**src/rtl/aes_128_key_feeder_if.sv**
```systemverilog
`timescale 1ns/1ps
`default_nettype none
// ============================================================================
// Module   : aes_128_key_feeder_if
// Purpose  : Round-key write port and core-side handshake for the AES-128
//            key feeder.
// Revision : 1.0 - initial release
// ============================================================================
interface aes_128_key_feeder_if #(
  parameter int KW = 128
);
  logic          wr_en;
  logic [3:0]    wr_addr;
  logic [KW-1:0] wr_data;
  logic          dir;
  logic          in_en;
  logic          key_ready;
  logic          out_en;
  logic [KW-1:0] key_round;
  logic          keys_valid;
  logic          busy;
  logic          err_pulse;

  // Key loader / core side: drives writes and block strobes
  modport master (
    output wr_en, wr_addr, wr_data, dir, in_en, key_ready, out_en,
    input  key_round, keys_valid, busy, err_pulse
  );

  // Key feeder side
  modport slave (
    input  wr_en, wr_addr, wr_data, dir, in_en, key_ready, out_en,
    output key_round, keys_valid, busy, err_pulse
  );
endinterface
`default_nettype wire

```
**src/rtl/aes_128_key_feeder.sv**
```systemverilog
`timescale 1ns/1ps
`default_nettype none
// ============================================================================
// Module   : aes_128_key_feeder
// Purpose  : Stores the NR+1 expanded round keys and presents them on
//            key_round in encrypt (ascending) or decrypt (descending) order,
//            advancing on each key_ready from the AES core.
// Revision : 1.0 - initial release
// ============================================================================
module aes_128_key_feeder #(
  parameter int KW = 128,
  parameter int NR = 10
) (
  input  wire logic             clk,
  input  wire logic             kill_n,
  aes_128_key_feeder_if.slave   bus
);

  localparam logic [3:0] c_nr   = 4'(NR);
  localparam logic [3:0] c_zero = 4'd0;

  typedef enum logic [1:0] {
    ST_IDLE   = 2'd0,
    ST_ACTIVE = 2'd1,
    ST_DONE   = 2'd2
  } state_t;

  state_t        r_state;
  state_t        w_state_nxt;
  logic [3:0]    r_idx;
  logic [3:0]    w_idx_nxt;
  logic          r_dir;
  logic          w_dir_nxt;
  logic [KW-1:0] r_key_round;
  logic [KW-1:0] w_key_nxt;
  logic          r_err;
  logic          w_err;
  logic          w_wr_ok;
  logic [3:0]    w_first;
  logic [3:0]    w_last;
  logic [3:0]    w_idx_step;

  logic [KW-1:0] r_key [0:NR];
  logic [NR:0]   r_valid_mask;
  logic [NR:0]   w_mask_nxt;
  logic          r_keys_valid;

  // Mask after a legal write; keys_valid is registered from it so it rises on
  // the same edge that stores the final key.
  assign w_mask_nxt = r_valid_mask | ((NR+1)'(1) << bus.wr_addr);

  // Key storage, valid tracking and the all-keys-loaded flag
  always_ff @(posedge clk or negedge kill_n) begin
    if (!kill_n) begin
      for (int i = 0; i <= NR; i++) begin
        r_key[i] <= '0;
      end
      r_valid_mask <= '0;
      r_keys_valid <= 1'b0;
    end else if (w_wr_ok) begin
      r_key[bus.wr_addr] <= bus.wr_data;
      r_valid_mask       <= w_mask_nxt;
      r_keys_valid       <= &w_mask_nxt;
    end
  end

  // Sequencer state, index, latched direction, key output and error pulse
  always_ff @(posedge clk or negedge kill_n) begin
    if (!kill_n) begin
      r_state     <= ST_IDLE;
      r_idx       <= '0;
      r_dir       <= 1'b0;
      r_key_round <= '0;
      r_err       <= 1'b0;
    end else begin
      r_state     <= w_state_nxt;
      r_idx       <= w_idx_nxt;
      r_dir       <= w_dir_nxt;
      r_key_round <= w_key_nxt;
      r_err       <= w_err;
    end
  end

  // Next-state, next key and protocol checking
  always_comb begin
    w_state_nxt = r_state;
    w_idx_nxt   = r_idx;
    w_dir_nxt   = r_dir;
    w_key_nxt   = r_key_round;
    w_err       = 1'b0;
    w_wr_ok     = 1'b0;
    // first() follows the live dir input; last()/step use the latched one
    w_first     = bus.dir ? c_nr : c_zero;
    w_last      = r_dir ? c_zero : c_nr;
    w_idx_step  = r_dir ? (r_idx - 4'd1) : (r_idx + 4'd1);

    case (r_state)
      ST_IDLE: begin
        if (bus.wr_en) begin
          if (bus.wr_addr <= c_nr) begin
            w_wr_ok = 1'b1;
          end else begin
            w_err = 1'b1;
          end
        end
        if (bus.key_ready) begin
          w_err = 1'b1;
        end
        // Keep the first key preloaded; forward a same-cycle write to it
        w_idx_nxt = w_first;
        if (w_wr_ok && (bus.wr_addr == w_first)) begin
          w_key_nxt = bus.wr_data;
        end else begin
          w_key_nxt = r_key[w_first];
        end
        // Start only if the key set was already complete before this cycle
        if (bus.in_en) begin
          if (r_keys_valid) begin
            w_state_nxt = ST_ACTIVE;
            w_dir_nxt   = bus.dir;
          end else begin
            w_err = 1'b1;
          end
        end
      end

      ST_ACTIVE: begin
        if (bus.wr_en || bus.in_en) begin
          w_err = 1'b1;
        end
        if (bus.key_ready) begin
          w_idx_nxt = w_idx_step;
          w_key_nxt = r_key[w_idx_step];
          if (w_idx_step == w_last) begin
            w_state_nxt = ST_DONE;
          end
        end
      end

      ST_DONE: begin
        if (bus.wr_en || bus.key_ready) begin
          w_err = 1'b1;
        end
        if (bus.out_en) begin
          w_idx_nxt = w_first;
          w_key_nxt = r_key[w_first];
          if (bus.in_en && r_keys_valid) begin
            w_state_nxt = ST_ACTIVE;
            w_dir_nxt   = bus.dir;
          end else begin
            w_state_nxt = ST_IDLE;
          end
        end else if (bus.in_en) begin
          w_err = 1'b1;
        end
      end

      default: begin
        w_state_nxt = ST_IDLE;
      end
    endcase
  end

  assign bus.key_round  = r_key_round;
  assign bus.keys_valid = r_keys_valid;
  assign bus.busy       = (r_state != ST_IDLE);
  assign bus.err_pulse  = r_err;

endmodule
`default_nettype wire

```
**src/flat_wrapper.sv**
```systemverilog
// flat-port wrapper written by rule: the top's interface ports become plain ports
module aes_128_key_feeder_flat 
#(
  parameter int KW = 128,
  parameter int NR = 10
)
  (clk, kill_n, bus_wr_en, bus_wr_addr, bus_wr_data, bus_dir, bus_in_en, bus_key_ready, bus_out_en, bus_key_round, bus_keys_valid, bus_busy, bus_err_pulse);
  aes_128_key_feeder_if #(.KW(KW)) bus_i ();
  input  wire logic clk;
  input  wire logic kill_n;
  input wire logic [$bits(bus_i.wr_en)-1:0] bus_wr_en;
  input wire logic [$bits(bus_i.wr_addr)-1:0] bus_wr_addr;
  input wire logic [$bits(bus_i.wr_data)-1:0] bus_wr_data;
  input wire logic [$bits(bus_i.dir)-1:0] bus_dir;
  input wire logic [$bits(bus_i.in_en)-1:0] bus_in_en;
  input wire logic [$bits(bus_i.key_ready)-1:0] bus_key_ready;
  input wire logic [$bits(bus_i.out_en)-1:0] bus_out_en;
  output wire logic [$bits(bus_i.key_round)-1:0] bus_key_round;
  output wire logic [$bits(bus_i.keys_valid)-1:0] bus_keys_valid;
  output wire logic [$bits(bus_i.busy)-1:0] bus_busy;
  output wire logic [$bits(bus_i.err_pulse)-1:0] bus_err_pulse;
  assign bus_i.wr_en = bus_wr_en;
  assign bus_i.wr_addr = bus_wr_addr;
  assign bus_i.wr_data = bus_wr_data;
  assign bus_i.dir = bus_dir;
  assign bus_i.in_en = bus_in_en;
  assign bus_i.key_ready = bus_key_ready;
  assign bus_i.out_en = bus_out_en;
  assign bus_key_round = bus_i.key_round;
  assign bus_keys_valid = bus_i.keys_valid;
  assign bus_busy = bus_i.busy;
  assign bus_err_pulse = bus_i.err_pulse;
  aes_128_key_feeder #(.KW(KW), .NR(NR)) u_core (.clk(clk), .kill_n(kill_n), .bus(bus_i));
endmodule
```
**config.mk**
```make
export PLATFORM = sky130hd
export DESIGN_NAME = aes_128_key_feeder_flat
export DESIGN_NICKNAME = d
export VERILOG_FILES = /design/src/rtl/aes_128_key_feeder_if.sv /design/src/rtl/aes_128_key_feeder.sv /design/src/flat_wrapper.sv
export SDC_FILE = /design/constraint.sdc
export NUM_CORES = 2
export LEC_CHECK = 0
export CAP_MARGIN = 20
export CELL_PAD_IN_SITES_DETAIL_PLACEMENT = 1
export CELL_PAD_IN_SITES_GLOBAL_PLACEMENT = 2
export CORE_MARGIN = 3
export CORE_UTILIZATION = 48
export CTS_BUF_LIST = sky130_fd_sc_hd__clkbuf_8 sky130_fd_sc_hd__clkbuf_16
export CTS_CLUSTER_DIAMETER = 120
export CTS_CLUSTER_SIZE = 24
export DETAILED_ROUTE_END_ITERATION = 8
export GPL_ROUTABILITY_DRIVEN = 0
export PLACE_DENSITY = 0.93
export SETUP_SLACK_MARGIN = 0.02
export SYNTH_ARGS = -nofsm -noshare
export SYNTH_HDL_FRONTEND = slang
export SYNTH_SLANG_ARGS = --single-unit
```
**constraint.sdc**
```tcl
create_clock -name clk -period 8.8 [get_ports clk]
set_input_delay 1.32 -clock clk [delete_from_list [all_inputs] [get_ports clk]]
set_output_delay 1.32 -clock clk [all_outputs]
set_load 0.005 [all_outputs]
```
==> flow_summary.html <==
<table>
<tr><th>Metric</th><th>Value</th></tr>
<tr><th colspan="2">Yosys</th></tr>
<tr><td>Top-area cell type share of the netlist area</td><td>52.37%</td></tr>
<tr><td>Most instantiated cells after synthesis</td><td>sky130_fd_sc_hd__dfrtp_1, sky130_fd_sc_hd__mux2_2, sky130_fd_sc_hd__clkbuf_1</td></tr>
<tr><td>Sequential-to-total area share from yosys stat</td><td>52.37%</td></tr>
<tr><td>Cell variety after synth</td><td>53</td></tr>
<tr><td>Avg Cell Area, Syn</td><td>~14 µm²</td></tr>
<tr><td>Cell area after technology mapping</td><td>~0.074 mm²</td></tr>
<tr><td>Ys Warns</td><td>0</td></tr>
<tr><td>Main flop type after synthesis</td><td>sky130_fd_sc_hd__dfrtp_1</td></tr>
<tr><td>Count of flip-flops with a built-in enable after synthesis</td><td>0</td></tr>
<tr><td>Most numerous cell in the Yosys netlist</td><td>sky130_fd_sc_hd__dfrtp_1</td></tr>
<tr><td>Post-synth top area cell</td><td>sky130_fd_sc_hd__dfrtp_1</td></tr>
<tr><td>Post-synthesis cell count</td><td>around 5,500</td></tr>
<tr><td>Post-synthesis net count</td><td>roughly 5,600</td></tr>
<tr><td>Fraction of registers with async set or reset after synthesis</td><td>100.0%</td></tr>
<tr><td>Flip-flop and latch count after synthesis</td><td>about 1,600</td></tr>
<tr><td>Leading post-synthesis cells by cell area</td><td>sky130_fd_sc_hd__dfrtp_1, sky130_fd_sc_hd__mux2_2, sky130_fd_sc_hd__mux4_2</td></tr>
<tr><th colspan="2">Clock network</th></tr>
<tr><td>CTS resizes</td><td>0</td></tr>
<tr><td>Clock insertion delay at the later pin of the skew report</td><td>0.72 ns</td></tr>
<tr><td>Root buffer selected by CTS</td><td>sky130_fd_sc_hd__clkbuf_16</td></tr>
<tr><td>Post-CTS setup buffers</td><td>0</td></tr>
<tr><td>Clk sinks</td><td>between 1,500 and 2,000</td></tr>
<tr><td>Clock slew at reported path FFs</td><td>around 0.10 ns</td></tr>
<tr><td>Number of H-tree branching levels</td><td>3</td></tr>
<tr><td>Inserted Clock Buffers</td><td>75</td></tr>
<tr><td>Count of hold-fix buffers inserted at cts</td><td>0</td></tr>
<tr><td>CTS max path bufs</td><td>3</td></tr>
<tr><td>TritonCTS clock tree</td><td>built</td></tr>
<tr><th colspan="2">Min path</th></tr>
<tr><td>Class of the most critical hold timing path</td><td>register to register</td></tr>
<tr><th colspan="2">Outcome</th></tr>
<tr><td>Status</td><td>complete, no violations</td></tr>
<tr><th colspan="2">Cells and area</th></tr>
<tr><td>Number of filler cells placed in the layout</td><td>about 15,000</td></tr>
<tr><td>Ratio of cells with drive above 1 in the final layout</td><td>37.78%</td></tr>
<tr><td>Sequential cell area in the final layout</td><td>0.03894 mm²</td></tr>
<tr><td>Layout Area Growth over Synthesis</td><td>8.282%</td></tr>
<tr><td>Area of combinational cells with multiple inputs</td><td>about 0.033 mm²</td></tr>
<tr><td>Number of nets in the layout</td><td>5,460</td></tr>
<tr><th colspan="2">Worst setup path</th></tr>
<tr><td>Arrival time at the worst endpoint</td><td>between 5 and 6 ns</td></tr>
<tr><td>Cells traversed along the worst timing path</td><td>fa_4 &gt; buf_12 &gt; buf_4 &gt; mux4_2 &gt; nand4b_1 &gt; and3_1</td></tr>
<tr><td>Delay of the slowest cell on the worst path</td><td>1.20 ns</td></tr>
<tr><td>Slowest cell on the critical path</td><td>sky130_fd_sc_hd__fa_4</td></tr>
<tr><td>Worst EP required</td><td>between 9 and 10 ns</td></tr>
<tr><td>Highest net fanout along the worst path</td><td>roughly 110</td></tr>
<tr><td>Kind of start point of the critical path</td><td>register</td></tr>
<tr><td>Startpoint-to-endpoint class of the critical path</td><td>register to register</td></tr>
<tr><td>Setup crit end kind</td><td>register</td></tr>
<tr><th colspan="2">Placed design</th></tr>
<tr><td>Place WS</td><td>around 3.6 ns</td></tr>
<tr><td>Port Buffer Count</td><td>between 200 and 300</td></tr>
<tr><td>HPWL after detailed placement</td><td>~120,000 µm</td></tr>
<tr><th colspan="2">Die</th></tr>
<tr><td>Die X</td><td>between 300 and 400 µm</td></tr>
<tr><td>Core ar.</td><td>between 0.15 and 0.2 mm²</td></tr>
<tr><td>Vert. Die Dim</td><td>around 400 µm</td></tr>
<tr><td>Die ar.</td><td>between 0.15 and 0.2 mm²</td></tr>
<tr><td>Initial cell density of the core</td><td>48.61%</td></tr>
<tr><td>Number of top-level pins</td><td>270</td></tr>
<tr><td>Std-Cell Rows</td><td>143</td></tr>
<tr><th colspan="2">Global route</th></tr>
<tr><td>Wire length of the first global-routing pass</td><td>roughly 340,000 µm</td></tr>
<tr><td>Sum of overflow across all layers after global routing</td><td>0</td></tr>
<tr><td>Vias in the first global route</td><td>around 53,000</td></tr>
<tr><td>Antenna violations before repair</td><td>33</td></tr>
<tr><td>Largest net degree at the start of global routing</td><td>~190</td></tr>
<tr><td>Global Route Usage Sum</td><td>~28%</td></tr>
<tr><th colspan="2">STA</th></tr>
<tr><td>Setup violators final</td><td>0</td></tr>
<tr><td>Hold Vio Cnt, Final</td><td>0</td></tr>
<tr><td>Crit share post-route</td><td>54.80%</td></tr>
<tr><td>Tightest Pin Transition</td><td>between 1 and 1.5 ns</td></tr>
<tr><td>Max Clk Rate</td><td>between 0.2 and 0.25 GHz</td></tr>
<tr><td>Final Worst Setup Slack</td><td>just under 4 ns</td></tr>
<tr><td>Worst rel slew slack</td><td>between 10% and 20%</td></tr>
<tr><td>Setup skew after layout</td><td>between 0.05 and 0.06 ns</td></tr>
<tr><td>RSZ-0062 raised after global routing</td><td>no</td></tr>
<tr><td>Post-layout min period</td><td>just under 5 ns</td></tr>
<tr><td>Total negative setup slack</td><td>0 ns</td></tr>
<tr><td>Number of pins exceeding their max-slew limit in the final report</td><td>0</td></tr>
<tr><th colspan="2">Routing</th></tr>
<tr><td>Post-detailed-route via-to-cell ratio</td><td>6.589</td></tr>
<tr><td>Wirelength, routed</td><td>between 200,000 and 250,000 µm</td></tr>
<tr><td>Remaining design rule violation count</td><td>0</td></tr>
<tr><td>Drt first-iter violations</td><td>~4,300</td></tr>
<tr><td>Number of iterations in the first detailed-routing pass</td><td>5</td></tr>
<tr><td>Post-route antenna net violation count</td><td>0</td></tr>
<tr><td>Number of vias in the routed layout</td><td>slightly below 50,000</td></tr>
<tr><td>Average routed wire per standard cell</td><td>slightly above 30 µm</td></tr>
<tr><th colspan="2">Power and ir drop</th></tr>
<tr><td>PD cells</td><td>around 370 mW/mm²</td></tr>
<tr><td>Lkg Pwr</td><td>approximately 35 nW</td></tr>
<tr><td>Total power</td><td>about 30 mW</td></tr>
<tr><td>Maximum ir drop on the vdd rail</td><td>around 450 µV</td></tr>
<tr><th colspan="2">Job</th></tr>
<tr><td>Max-cap violations</td><td>0</td></tr>
</table>
==> path summary, 6_finish.rpt <==
| check | slack (ns) | cells after the start | from | endpoint |
|---|---|---|---|---|
| min | 0.50 | 2 | u_core.r_key[799] | u_core.r_key[799] |
| min reg2reg | 0.50 | 2 | u_core.r_key[799] | u_core.r_key[799] |
| max reg2reg | 3.98 | 6 | u_core.r_idx[0] | u_core.bus.key_round[62] |
| min in group asynchronous | 0.61 | 1 | kill_n | u_core.r_key[649] |
| max | 3.98 | 6 | u_core.r_idx[0] | u_core.bus.key_round[62] |
| max in group asynchronous | 6.00 | 3 | kill_n | u_core.r_key[96] |
==> state kept, by name (all words and copies together) (netlist names) <==
| signal | cells |
|---|---|
| u_core.bus.key_round | 128 |
| u_core.r_key | 1408 |
| u_core.bus.keys_valid | 1 |
| u_core.r_valid_mask | 11 |
| u_core.r_dir | 1 |
| u_core.r_idx | 4 |
| u_core.bus.err_pulse | 1 |
| u_core.r_state | 2 |
==> power by group <==
part	total (mW)	switching [mW]	internal (mW)
sequential	12.5	2.09	10.4
combinational	13.7	7.02	6.65
clock	3.94	2.32	1.62
total	30.1	11.4	18.7
==> per-layer routing <==
metal | wire length (µm) | global-route usage [%] | vias up
met5 | 128 | 0 | -
met4 | 5544 | 8.082 | 18
met3 | 15580 | 4.986 | 369
met2 | 107100 | 45.24 | 1654
met1 | 97570 | 39.18 | 26590
li1 | - | - | 19920
==> stage by stage <==
stage                     instance area, µm²  cells  hold slack [ns]  util [%]
after floorplan                        74360   5450           0.4350         -
after CTS                              80430   7348           0.4892     52.58
after detailed placement               78400   7265           0.4639     51.25
after global routing                   80480   7353           0.5096     52.61
final                                  80520   7368           0.4967     52.63
after global placement                 78400   7265           0.4552     51.25
==> cell usage in the layout, fill, tap and decap left out, types with 46 or more instances in the layout <==
cell type,instances
sky130_fd_sc_hd__dfrtp_1,1555
sky130_fd_sc_hd__mux2_2,1548
sky130_fd_sc_hd__nand2_1,291
sky130_fd_sc_hd__clkdlybuf4s50_1,267
sky130_fd_sc_hd__mux4_2,256
sky130_fd_sc_hd__mux2i_1,210
sky130_fd_sc_hd__o21ai_0,128
sky130_fd_sc_hd__a21oi_1,122
sky130_fd_sc_hd__nor2_1,96
sky130_fd_sc_hd__a221oi_1,95
sky130_fd_sc_hd__o22ai_1,83
sky130_fd_sc_hd__clkbuf_16,79
sky130_fd_sc_hd__a211oi_1,69
sky130_fd_sc_hd__buf_4,57
sky130_fd_sc_hd__a21o_1,52
sky130_fd_sc_hd__o2bb2ai_1,46
==> worst max-delay path: cells and delay by family, from the launching register on <==
kind / cells / cell delay (ns)
AND/OR/NAND/NOR: 2 / 0.40
buffers and inverters: 2 / 1.50
adder cells (fa/ha/maj): 1 / 1.20
multiplexers: 1 / 0.61
flip-flops: 1 / 0.78
==> layout make-up <==
class,instances,area share [%]
tap,2030,3.155
antenna,18,0.05594
multi-input combinational,3321,41.36
clock inverter,4,0.06371
clock buffer,79,2.455
timing repair buffer,350,4.499
sequential,1556,48.36
inverter,10,0.04662
==> cell families after synthesis <==
| kind of cell | count (synthesis) | synth area share, % |
|---|---|---|
| multiplexers | 2015 | 34.04 |
| flip-flops | 1556 | 52.37 |
| AO/OA/AOI/OAI | 723 | 6.711 |
| buffers and inverters | 573 | 3.133 |
| AND/OR/NAND/NOR | 571 | 3.561 |
| adder cells (fa/ha/maj) | 7 | 0.1279 |
| XOR/XNOR | 5 | 0.05890 |
(Power assumes the default switching activity.)
